[config.mk]
export PLATFORM = sky130hd
export DESIGN_NAME = ex_mem_stage
export DESIGN_NICKNAME = d
export VERILOG_FILES = /design/src/rtl/ex_mem_stage_pkg.sv /design/src/rtl/ex_mem_stage_skid_buf2.sv /design/src/rtl/ex_mem_stage.sv
export SDC_FILE = /design/constraint.sdc
export NUM_CORES = 1
export LEC_CHECK = 0
export CORE_MARGIN = 3
export CORE_UTILIZATION = 31
export CTS_BUF_LIST = sky130_fd_sc_hd__clkbuf_8
export DETAILED_ROUTE_END_ITERATION = 7
export PLACE_DENSITY_LB_ADDON = 0.05
export SLEW_MARGIN = 25
export SYNTH_ARGS = -nofsm -noshare
export SYNTH_HDL_FRONTEND = slang
export SYNTH_SLANG_ARGS = --single-unit
[constraint.sdc]
create_clock -name clk -period 5.6 [get_ports clk]
set_input_delay 0.56 -clock clk [delete_from_list [all_inputs] [get_ports clk]]
set_output_delay 0.56 -clock clk [all_outputs]
set_load 0.01 [all_outputs]
[src/rtl/ex_mem_stage_pkg.sv]
// Shared definitions for the EX/MEM pipeline stage: ALU control codes,
// buffer occupancy encoding and the packed entry carried between stages.
package ex_mem_stage_pkg;

  localparam int EXM_DATA_W = 32;
  localparam int EXM_REG_AW = 5;

  localparam logic [2:0] ALU_AND = 3'b000;
  localparam logic [2:0] ALU_OR  = 3'b001;
  localparam logic [2:0] ALU_ADD = 3'b010;
  localparam logic [2:0] ALU_XOR = 3'b011;
  localparam logic [2:0] ALU_NOR = 3'b100;
  localparam logic [2:0] ALU_SUB = 3'b110;
  localparam logic [2:0] ALU_SLT = 3'b111;

  typedef enum logic [1:0] {
    OCC_EMPTY = 2'b00,
    OCC_ONE   = 2'b01,
    OCC_TWO   = 2'b10
  } occ_state_t;

  typedef struct packed {
    logic [EXM_DATA_W-1:0] result;
    logic [EXM_DATA_W-1:0] store_data;
    logic [EXM_REG_AW-1:0] rd;
    logic                  regwrite;
    logic                  memread;
    logic                  memwrite;
    logic                  memtoreg;
    logic                  zero;
    logic                  sign;
    logic                  ovf;
  } ex_mem_entry_t;

  // The ALU overflow flag is only meaningful for add and subtract; the
  // explicit select keeps an unknown flag on other opcodes from leaking out.
  function automatic logic qualify_ovf(input logic [2:0] ctl, input logic vout);
    logic q;
    if ((ctl == ALU_ADD) || (ctl == ALU_SUB)) begin
      q = vout;
    end else begin
      q = 1'b0;
    end
    return q;
  endfunction

endpackage

[src/rtl/ex_mem_stage_skid_buf2.sv]
// Generic 2-entry valid/ready skid buffer with registered in_ready/out_valid
// and strict FIFO order; flush empties the buffer and outranks both handshakes.
module skid_buf2
  import ex_mem_stage_pkg::*;
#(
  parameter type entry_t = logic [7:0]
) (
  input  logic   clk,
  input  logic   reset,
  input  logic   flush,
  input  logic   in_valid,
  output logic   in_ready,
  input  entry_t in_data,
  output logic   out_valid,
  input  logic   out_ready,
  output entry_t out_data
);

  occ_state_t state_r, state_s;
  entry_t     head_r, head_s;
  entry_t     skid_r, skid_s;
  logic       in_ready_r, in_ready_s;
  logic       out_valid_r, out_valid_s;
  logic       accept_s, deq_s;

  assign accept_s  = in_valid && in_ready_r;
  assign deq_s     = out_valid_r && out_ready;
  assign in_ready  = in_ready_r;
  assign out_valid = out_valid_r;
  assign out_data  = head_r;

  // Next occupancy and entry movement; handshakes decode from next state so both stay registered.
  always_comb begin
    state_s = state_r;
    head_s  = head_r;
    skid_s  = skid_r;
    if (flush) begin
      state_s = OCC_EMPTY;
    end else begin
      case (state_r)
        OCC_EMPTY: begin
          if (accept_s) begin
            head_s  = in_data;
            state_s = OCC_ONE;
          end else begin
            state_s = OCC_EMPTY;
          end
        end
        OCC_ONE: begin
          if (accept_s && deq_s) begin
            head_s  = in_data;
            state_s = OCC_ONE;
          end else if (accept_s) begin
            skid_s  = in_data;
            state_s = OCC_TWO;
          end else if (deq_s) begin
            state_s = OCC_EMPTY;
          end else begin
            state_s = OCC_ONE;
          end
        end
        OCC_TWO: begin
          if (deq_s) begin
            head_s  = skid_r;
            state_s = OCC_ONE;
          end else begin
            state_s = OCC_TWO;
          end
        end
        default: begin
          state_s = OCC_EMPTY;
        end
      endcase
    end

    case (state_s)
      OCC_EMPTY: begin
        out_valid_s = 1'b0;
        in_ready_s  = 1'b1;
      end
      OCC_ONE: begin
        out_valid_s = 1'b1;
        in_ready_s  = 1'b1;
      end
      OCC_TWO: begin
        out_valid_s = 1'b1;
        in_ready_s  = 1'b0;
      end
      default: begin
        out_valid_s = 1'b0;
        in_ready_s  = 1'b1;
      end
    endcase
  end

  // State, handshake and payload registers.
  always_ff @(posedge clk or posedge reset) begin
    if (reset) begin
      state_r     <= OCC_EMPTY;
      head_r      <= '0;
      skid_r      <= '0;
      in_ready_r  <= 1'b1;
      out_valid_r <= 1'b0;
    end else begin
      state_r     <= state_s;
      head_r      <= head_s;
      skid_r      <= skid_s;
      in_ready_r  <= in_ready_s;
      out_valid_r <= out_valid_s;
    end
  end

endmodule

[src/rtl/ex_mem_stage.sv]
// EX/MEM pipeline register: qualifies ALU overflow by opcode, buffers entries
// in a 2-entry skid buffer and keeps a sticky overflow status (EX_MEM_STICKY_OVF_EN).
module ex_mem_stage
  import ex_mem_stage_pkg::*;
#(
  parameter int DATA_W = 32,
  parameter int REG_AW = 5
) (
  input  logic              clk,
  input  logic              reset,
  input  logic              in_valid,
  output logic              in_ready,
  input  logic [DATA_W-1:0] in_alu_out,
  input  logic              in_zout,
  input  logic              in_vout,
  input  logic              in_sout,
  input  logic [2:0]        in_alu_ctl,
  input  logic [REG_AW-1:0] in_rd,
  input  logic              in_regwrite,
  input  logic              in_memread,
  input  logic              in_memwrite,
  input  logic              in_memtoreg,
  input  logic [DATA_W-1:0] in_store_data,
  input  logic              flush,
  output logic              out_valid,
  input  logic              out_ready,
  output logic [DATA_W-1:0] out_alu_out,
  output logic [DATA_W-1:0] out_store_data,
  output logic [REG_AW-1:0] out_rd,
  output logic              out_regwrite,
  output logic              out_memread,
  output logic              out_memwrite,
  output logic              out_memtoreg,
  output logic              out_zero,
  output logic              out_sign,
  output logic              out_ovf,
  output logic              ovf_sticky,
  input  logic              ovf_clr
);

`ifdef EX_MEM_STICKY_OVF_EN
  localparam logic STICKY_EN = 1'b1;
`else
  localparam logic STICKY_EN = 1'b0;
`endif

  ex_mem_entry_t in_entry_s, out_entry_s;
  logic          ovf_q_s;
  logic          accept_s;
  logic          sticky_r;

  assign ovf_q_s  = qualify_ovf(in_alu_ctl, in_vout);
  assign accept_s = in_valid && in_ready;

  // Pack the incoming payload; only the overflow flag is altered on the way in.
  always_comb begin
    in_entry_s            = '0;
    in_entry_s.result     = in_alu_out;
    in_entry_s.store_data = in_store_data;
    in_entry_s.rd         = in_rd;
    in_entry_s.regwrite   = in_regwrite;
    in_entry_s.memread    = in_memread;
    in_entry_s.memwrite   = in_memwrite;
    in_entry_s.memtoreg   = in_memtoreg;
    in_entry_s.zero       = in_zout;
    in_entry_s.sign       = in_sout;
    in_entry_s.ovf        = ovf_q_s;
  end

  skid_buf2 #(
    .entry_t (ex_mem_entry_t)
  ) u_skid (
    .clk       (clk),
    .reset     (reset),
    .flush     (flush),
    .in_valid  (in_valid),
    .in_ready  (in_ready),
    .in_data   (in_entry_s),
    .out_valid (out_valid),
    .out_ready (out_ready),
    .out_data  (out_entry_s)
  );

  assign out_alu_out    = out_entry_s.result;
  assign out_store_data = out_entry_s.store_data;
  assign out_rd         = out_entry_s.rd;
  assign out_regwrite   = out_entry_s.regwrite;
  assign out_memread    = out_entry_s.memread;
  assign out_memwrite   = out_entry_s.memwrite;
  assign out_memtoreg   = out_entry_s.memtoreg;
  assign out_zero       = out_entry_s.zero;
  assign out_sign       = out_entry_s.sign;
  assign out_ovf        = out_entry_s.ovf;

  // Sticky overflow: an accepted overflow (even one later flushed) beats a clear.
  always_ff @(posedge clk or posedge reset) begin
    if (reset) begin
      sticky_r <= 1'b0;
    end else if (STICKY_EN && accept_s && ovf_q_s) begin
      sticky_r <= 1'b1;
    end else if (STICKY_EN && ovf_clr) begin
      sticky_r <= 1'b0;
    end else begin
      sticky_r <= sticky_r;
    end
  end

  assign ovf_sticky = STICKY_EN ? sticky_r : 1'b0;

endmodule
==> out/results.tsv, run 1 <==
stage	metric	value	unit
run_status	outcome	finished, final reports clean	
clocking	Longest Clk Path Bufs	2	
synth	unique cell type count in the Yosys netlist	23	
placed_design	HPWL after DPL	9820	um
clocking	Root Buffer	clkbuf_8	
worst_setup_path	Worst EP arrival	3090	ps
power	PwrDens	429	mW/mm2
worst_setup_path	Worst Setup Path Type	in2reg	
timing	fin crit share	49.3	%
synth	Cell Area, Synth	0.00679	mm2
clocking	post_cts resized	0	
final_layout	final instance area	0.00908	mm2
worst_setup_path	element type at the critical path end	flip-flop	
synth	sequential area share after synthesis	57.5	%
grt	total grt overflow	0	
timing	fin crit period	2760	ps
placed_design	placed instance area	0.00865	mm2
worst_setup_path	Crit path required time	5930	ps
timing	Final Slew Violations	0	
placed_design	Routability Congestion	0.695	
grt	vias in the first global route	4480	
min_path	Hold/Removal Path Class	reg2reg	
min_path	Worst Hold Launch	u_skid.out_data[27]	
timing	RSZ-0062 raised after global routing	false	
final_layout	layout cell share with drive strength beyond 1	44.1	%
clocking	worst-skew pair later-pin latency	440	ps
timing	Slew Limit Headroom	34.0	%
final_layout	Layout Nets	677	
synth	Mapped Cells	431	
clocking	clock buffers created by TritonCTS	17	
clocking	CTS Sinks	156	
final_layout	most frequent cells in the layout	223 x mux2_2, 160 x clkdlybuf4s50_1, 155 x dfrtp_1	
timing	endpoints failing hold	0	
timing	Final Worst Setup Slack	2840	ps
timing	max frequency	362	MHz
floorplan	row count	53	
final_layout	multi-input logic area	0.00273	mm2
grt	initial antenna violation count	1	
floorplan	Initial Util	31.9	%
final_layout	Area growth syn-to-layout	33.8	%
worst_setup_path	crit-path max cell delay	870	ps
power	maximum vdd drop	0.180	mV
route	DR vias/cell	4.64	
worst_setup_path	worst-path fanout max	32	
synth	synth warn	0	
worst_setup_path	worst flop-to-flop path startpoint	u_skid.state_r[0]	
floorplan	Total Die Area	0.0237	mm2
final_layout	Sequential Area	0.00391	mm2
clocking	Reg clk slew, reported paths	80	ps
run	Max-cap violations	0	
worst_setup_path	slowest cell on the critical path	a221oi_4	
floorplan	Die H	154	um
final_layout	filler cell count	1935	
timing	Worst-Margin Slew	990	ps
final_layout	most common cell after layout, fill and taps aside	mux2_2	
placed_design	PortBufs	160	
clocking	CTS Hold Bufs	0	
synth	register bit total from synthesis	156	
grt	global-route wire length before repair	24200	um
route	vias after detailed routing	4080	
worst_setup_path	total number of cells along the worst setup path	5	
clocking	H-tree levels	4	
clocking	setup bufs post-CTS	0	
worst_setup_path	Worst setup startpoint	out_ready	
timing	final setup violation count	0	
floorplan	core box area	0.0213	mm2
worst_setup_path	cells along the critical path	clkdlybuf4s50_1, nand2_1, a221oi_4, buf_4, mux2_2	
route	DRC	0	
worst_setup_path	CP Buf/Inv Count	2	
power	Lkg Pwr	3.79	nW
grt	GRT Overall Usage	13.0	%
route	remaining antenna violation count	0	
synth	Syn Nets	517	
grt	largest net degree at the start of global routing	87	
timing	skew final	10.8	ps
clocking	TritonCTS clock tree	done	
worst_setup_path	Register-to-Register Path Depth	4	
worst_setup_path	Setup crit start kind	input pin	
route	Routed WL	15200	um
route	total iterations of the first detailed-routing run	4	
floorplan	IO Count	164	
route	DRT iter0 DRCs	101	
synth	Avg Cell Area, Syn	15.8	um2
worst_setup_path	Top delay family on crit path	buffers and inverters	
timing	setup TNS	0	ps
route	wire per inst	17.3	um
min_path	hold path cells	1	
placed_design	pre-CTS setup slack	2330	ps
floorplan	die width	154	um
power	Tot Pwr	0.00390	W
-- worst register-to-register path, cell delays in order, from the launching register on --
cell and delay, ps:
dfrtp_1 470, nand4b_1 260, a221oi_4 860, buf_4 570, mux2_2 410
-- layout make-up --
cell class / instances / area share (%)
diodes: 1 / 0.0275
clock buffers: 19 / 2.88
clock inverters: 12 / 1.89
inverters: 3 / 0.179
multi-input cells: 246 / 30.0
flip-flops and latches: 156 / 43.0
well taps: 275 / 3.79
repair buffers: 167 / 18.2
-- path summary, 6_finish.rpt --
check                                 endpoint  slack (ps)
hold reg to reg            u_skid.out_data[27]         490
max in group asynchronous    u_skid.skid_r[56]        3890
hold / removal             u_skid.out_data[27]         490
setup / recovery           u_skid.out_data[12]        2840
min in group asynchronous    u_skid.skid_r[20]         660
setup reg to reg           u_skid.out_data[12]        2930
-- sequential cells by signal, summed over array words and instances (netlist names) --
register,cells
u_skid.state_r,2
u_skid.skid_r,76
u_skid.in_ready,1
u_skid.out_valid,1
u_skid.out_data,76
-- cells by family after synthesis --
kind of cell               synth area share [%]
AOI/OAI and AO/OA                         0.885
adders and majority gates                 0.184
buffers and inverters                      2.56
DFF                                        57.5
muxes                                      37.8
other                                    0.0552
and+or+nand+nor                           0.977
-- cells in the mapped netlist (all sizes together) --
cell | n | area (um2)
o21ba | 1 | 10.0
a31o | 1 | 8.76
mux2 | 228 | 2570
nand2b | 1 | 6.26
o21bai | 1 | 7.51
inv | 3 | 11.3
buf | 25 | 159
nand4b | 2 | 17.5
a221oi | 2 | 23.8
ha | 1 | 12.5
nand2 | 2 | 7.51
dfstp | 1 | 26.3
and3b | 2 | 17.5
clkbuf | 1 | 3.75
conb | 1 | 3.75
dfrtp | 155 | 3880
nor4bb | 1 | 10.0
a21oi | 2 | 10.0
nand3b | 1 | 7.51
-- where the power goes --
part | total, W | internal, W | switching, W | leakage, nW
registers | 0.00180 | 0.00158 | 0.000219 | 1.87
logic | 0.00117 | 0.000773 | 0.000400 | 1.70
clock network | 0.000921 | 0.000504 | 0.000416 | 0.219
total | 0.00390 | 0.00286 | 0.00104 | 3.79
-- per-layer routing --
layer	vias to the layer above	track usage (%)	wire length [um]
met4	0	4.54	263
met2	99	21.9	7540
li1	1873	-	-
met1	2091	15.3	6430
met5	-	0	0
met3	17	4.64	929
-- per-stage QoR --
step	cells	hold slack, ps	utilization, %
after floorplan	431	475	-
after global placement	847	469	40.6
after detailed placement	847	476	40.6
after CTS	878	495	42.7
after global routing	879	516	42.7
final	879	490	42.7
No activity file was read; power rests on OpenSTA's default activity.
==> run 2: changes to the inputs <==
- clock period: 5.6 -> 2.5 ns (I/O delays scaled with it)
==> out/results.tsv, run 2 (same netlist as run 1, synthesis figures left out) <==
stage	metric	value	unit	change
grt	total grt overflow	0		unchanged
timing	final setup violation count	0		unchanged
timing	setup TNS	0	ps	unchanged
worst_setup_path	CP dominant cell by count	mux2_2		
worst_setup_path	cells along the critical path	nand2b_4, buf_12, mux2_2, mux2_2		
power	maximum vdd drop	0.339	mV	+88%
power	PwrDens	950	mW/mm2	+120%
grt	initial antenna violation count	0		-1
clocking	worst-skew pair later-pin latency	450	ps	about the same
clocking	H-tree levels	4		unchanged
worst_setup_path	Reg2Reg Setup Slack	530	ps	-2400 ps
power	NetSw	0.00237	W	+130%
clocking	CTS Sinks	156		unchanged
route	remaining antenna violation count	0		unchanged
worst_setup_path	CP Buf/Inv Count	1		-1
timing	RSZ-0062 raised after global routing	false		
clocking	TritonCTS clock tree	done		
final_layout	filler cell count	1924		-0.57%
floorplan	core box area	0.0213	mm2	unchanged
floorplan	Die H	154	um	unchanged
timing	max frequency	509	MHz	
placed_design	pre-CTS setup slack	318	ps	-2010 ps
clocking	post_cts resized	0		unchanged
placed_design	PortBufs	160		unchanged
worst_setup_path	slowest cell on the critical path	dfrtp_1		
final_layout	most common cell after layout, fill and taps aside	mux2_2		
timing	Final Slew Violations	0		unchanged
worst_setup_path	element type at the critical path end	flip-flop		
final_layout	post-layout util	43.1	%	+0.40 points
route	DR vias/cell	4.62		-0.41%
floorplan	die width	154	um	unchanged
worst_setup_path	worst-path fanout max	32		unchanged
timing	skew final	16.5	ps	+5.76 ps
route	total iterations of the first detailed-routing run	4		unchanged
placed_design	HPWL after DPL	9720	um	-0.99%
run_status	outcome	finished, final reports clean		
route	Routed WL	15100	um	-0.55%
clocking	setup bufs post-CTS	0		unchanged
worst_setup_path	crit-path max cell delay	500	ps	-370 ps
worst_setup_path	Worst Setup Path Type	reg2reg		
power	clock network power share	23.3	%	-0.3 points
clocking	clock buffers created by TritonCTS	17		unchanged
floorplan	row count	53		unchanged
grt	largest net degree at the start of global routing	125		+44%
final_layout	most frequent cells in the layout	223 x mux2_2, 160 x clkdlybuf4s50_1, 155 x dfrtp_1		
power	P_int	0.00634	W	+120%
power	Gate power share	30.4	%	+0.3 points
clocking	Root Buffer	clkbuf_8		
final_layout	layout cell share with drive strength beyond 1	44.3	%	+0.18 points
power	Sw Share	27.2	%	+0.59 points
floorplan	IO Count	164		unchanged
worst_setup_path	Worst EP arrival	2290	ps	-800 ps
floorplan	Initial Util	31.9	%	unchanged
final_layout	Antenna diodes	0		-1
worst_setup_path	Setup crit start kind	flip-flop		
timing	endpoints failing hold	0		unchanged
clocking	Longest Clk Path Bufs	2		unchanged
route	wire per inst	17.1	um	-0.67%
clocking	CTS Hold Bufs	0		unchanged
min_path	Hold/Removal Path Class	in2async		
grt	global-route wire length before repair	24100	um	-0.29%
route	vias after detailed routing	4068		-0.29%
worst_setup_path	Crit path required time	2820	ps	-3110 ps
grt	GRT Overall Usage	12.9	%	-0.036 points
run	Max-cap violations	0		unchanged
power	sequential share of power	46.3	%	about the same
grt	vias in the first global route	4481		+0.022%
placed_design	Routability Congestion	0.688		-0.96%
route	DRT iter0 DRCs	112		+11%
timing	fin crit share	78.6	%	
final_layout	Area growth syn-to-layout	35.1	%	
clocking	Reg clk slew, reported paths	90	ps	about the same
floorplan	Total Die Area	0.0237	mm2	unchanged
timing	Slew Limit Headroom	54.5	%	+20 points
timing	Worst-Margin Slew	683	ps	-307 ps
timing	fin crit period	1970	ps	
worst_setup_path	Top delay family on crit path	multiplexers		
route	DRC	0		unchanged
final_layout	Layout Nets	678		+0.15%
power	Lkg Pwr	3.81	nW	+0.75%
timing	Final Worst Setup Slack	535	ps	-2300 ps
run 2: per-layer routing:
metal / GRT usage (%) / share of wire, %
met1: 15.7 / 42
met2: 21.8 / 51
met3: 4.00 / 5.6
met4: 4.54 / 1.3
met5: 0 / 0
run 2: power groups by stage:
| stage | clock network [W] | logic (W) | registers (W) |
|---|---|---|---|
| after floorplan | 0 | 0.00123 | 0.00418 |
| after global placement | 0 | 0.00264 | 0.00403 |
| after detailed placement | 0 | 0.00271 | 0.00409 |
| after CTS | 0.00213 | 0.00271 | 0.00405 |
| after global routing | 0.00224 | 0.00286 | 0.00417 |
| final | 0.00203 | 0.00265 | 0.00403 |
run 2: tightest hold or removal path: stages:
cell and delay (ps):
clkdlybuf4s50_1 440, clkinvlp_4 100, buf_4 370
run 2: area by class of cell:
class                      instances  area, um2  share of cell area (%)
sequential                       156       3910                    42.6
multi-input combinational        246       2730                    29.8
timing repair buffer             168       1750                    19.1
tap                              275        344                    3.75
clock buffer                      19        262                    2.85
clock inverter                    13        165                    1.80
inverter                           3       15.0                   0.164
run 2: per-stage QoR:
stage / hold WS [ps] / power, W / instances / area [um2]
finish: 288 / 0.00871 / 880 / 9170
global route: 301 / 0.00927 / 880 / 9170
CTS: 268 / 0.00889 / 880 / 9170
detailed placement: 474 / 0.00680 / 848 / 8740
global placement: 467 / 0.00667 / 848 / 8740
floorplan: 337 / 0.00541 / 431 / 6790
run 2: worst paths after layout:
| kind | cells after the start | to | from |
|---|---|---|---|
| setup reg to reg | 4 | u_skid.out_data[55] | u_skid.state_r[0] |
| min in group clk | 2 | u_skid.skid_r[67] | in_alu_out[23] |
| hold / removal | 3 | u_skid.out_data[53] | reset |
| hold reg to reg | 1 | u_skid.out_data[23] | u_skid.out_data[23] |
| max in group asynchronous | 3 | u_skid.skid_r[28] | reset |
| setup / recovery | 4 | u_skid.out_data[55] | u_skid.state_r[0] |
==> run 3: changes to the inputs <==
- clock period: 2.5 -> 1.9 ns (I/O delays scaled with it)
==> out/results.tsv, run 3 (same netlist as run 1, synthesis figures left out) <==
stage	metric	value	unit	change
route	vias after detailed routing	4188		+2.9%
power	PwrDens	1220	mW/mm2	+28%
clocking	H-tree levels	4		unchanged
route	total iterations of the first detailed-routing run	4		unchanged
min_path	Hold/Removal Path Class	in2reg		
final_layout	most frequent cells in the layout	162 x mux2_2, 160 x clkdlybuf4s50_1, 155 x dfrtp_1		
route	Routed WL	15800	um	+5.1%
floorplan	Total Die Area	0.0237	mm2	unchanged
grt	vias in the first global route	4613		+2.9%
worst_setup_path	Setup crit start kind	flip-flop		
final_layout	layout cell share with drive strength beyond 1	46.2	%	+1.9 points
clocking	TritonCTS clock tree	done		
timing	max frequency	533	MHz	+4.8%
timing	skew final	16.8	ps	+0.307 ps
final_layout	multi-input logic area	0.00296	mm2	+8.5%
clocking	Reg clk slew, reported paths	100	ps	about the same
timing	setup TNS	0	ps	unchanged
route	wire per inst	17.6	um	+2.7%
run_status	outcome	finished, final reports clean		
route	DRT iter0 DRCs	124		+11%
worst_setup_path	Crit path required time	2230	ps	-590 ps
floorplan	Initial Util	31.9	%	unchanged
floorplan	die width	154	um	unchanged
route	remaining antenna violation count	0		unchanged
final_layout	Antenna diodes	0		unchanged
grt	global-route wire length before repair	24300	um	+0.75%
power	Tot Pwr	0.0118	W	+35%
final_layout	Sequential Area	0.00391	mm2	unchanged
power	Lkg Pwr	4.16	nW	+9.1%
timing	endpoints failing hold	0		unchanged
route	DRC	0		unchanged
route	DR vias/cell	4.65		+0.66%
worst_setup_path	Worst EP arrival	2200	ps	-90 ps
floorplan	row count	53		unchanged
timing	final setup violation count	0		unchanged
timing	fin crit period	1880	ps	-89.7 ps
clocking	clock buffers created by TritonCTS	17		unchanged
run	Max-cap violations	0		unchanged
worst_setup_path	worst-path fanout max	13		-59%
clocking	Longest Clk Path Bufs	2		unchanged
floorplan	Die H	154	um	unchanged
final_layout	most common cell after layout, fill and taps aside	mux2_2		
timing	Final Slew Violations	0		unchanged
grt	GRT Overall Usage	13.0	%	+0.035 points
placed_design	placed instance area	0.00896	mm2	+2.5%
worst_setup_path	Worst Setup Path Type	reg2reg		
worst_setup_path	element type at the critical path end	flip-flop		
timing	fin crit share	98.7	%	+20 points
final_layout	filler cell count	1904		-1.0%
final_layout	final instance area	0.00967	mm2	+5.4%
grt	total grt overflow	0		unchanged
grt	initial antenna violation count	0		unchanged
floorplan	IO Count	164		unchanged
placed_design	Routability Congestion	0.722		+4.9%
floorplan	core box area	0.0213	mm2	unchanged
final_layout	Layout Nets	698		+2.9%
clocking	Root Buffer	clkbuf_8		
grt	largest net degree at the start of global routing	64		-49%
clocking	CTS Sinks	156		unchanged
clocking	worst-skew pair later-pin latency	450	ps	about the same
power	maximum vdd drop	0.494	mV	+46%
final_layout	Area growth syn-to-layout	42.4	%	
timing	RSZ-0062 raised after global routing	true		
placed_design	HPWL after DPL	10500	um	+8.2%
placed_design	PortBufs	160		unchanged
[run 3: cell count changes in the layout (fill, tap and decap cells not counted), moves of 2 or more]
cell | previous run | this run
buf_6 | 0 | 4
mux2_4 | 0 | 62
mux2_2 | 223 | 162
clkbuf_8 | 19 | 17
clkinv_2 | 1 | 3
buf_4 | 1 | 6
buf_12 | 7 | 16
[run 3: where the power goes]
group / switching [W] / internal, W
logic: 0.00126 / 0.00266
clock network: 0.00134 / 0.00119
registers: 0.000666 / 0.00466
[run 3: routing by layer]
layer	wire length (um)	vias up	global-route usage (%)
met5	0	-	0
met2	8020	92	22.4
met1	6780	2177	15.0
li1	-	1903	-
met4	213	0	4.54
met3	833	16	4.31
[run 3: area by class of cell]
| cell class | instances | area share [%] |
|---|---|---|
| clock buffers | 17 | 2.42 |
| clock inverters | 15 | 1.67 |
| inverters | 3 | 0.155 |
| multi-input cells | 246 | 30.6 |
| flip-flops and latches | 156 | 40.4 |
| well taps | 275 | 3.56 |
| repair buffers | 188 | 21.2 |
[run 3: path summary, 6_finish.rpt]
check                                          from             endpoint  slack, ps  depth (start not counted)
max in group asynchronous                     reset      u_skid.in_ready        760                          4
worst min register to register  u_skid.out_data[23]  u_skid.out_data[23]        490                          1
worst max register to register      u_skid.in_ready  u_skid.out_data[31]         20                          5
min in group asynchronous                     reset    u_skid.skid_r[48]        550                          3
worst max-delay path                u_skid.in_ready  u_skid.out_data[31]         20                          5
worst min-delay path                 in_alu_out[31]    u_skid.skid_r[75]        370                          2
[run 3: metrics by stage]
step,util [%],setup slack [ps],cells,hold WS (ps)
2_1_floorplan,-,-262,431,277
3_3_place_gp,42.1,-152,864,467
4_1_cts,44.0,-21.3,897,334
3_5_place_dp,42.1,-194,864,471
6_report,45.4,24.4,900,373
5_1_grt,45.4,-46.8,900,338
[run 3: timing repair]
item                                   CTS  global route
cloned                                   0             1
pin swaps                                1             2
setup endpoints to repair               57            67
hold buffers                             1             0
buffers inserted                         0             2
endpoints found under the hold margin    2             0
gates resized for setup                  1            68
[run 3: worst max-delay path, cell delays in order (launching register included)]
cell	delay, ps
dfstp_2	560
nand3b_1	160
a221oi_4	370
buf_6	180
buf_12	150
mux2_2	340
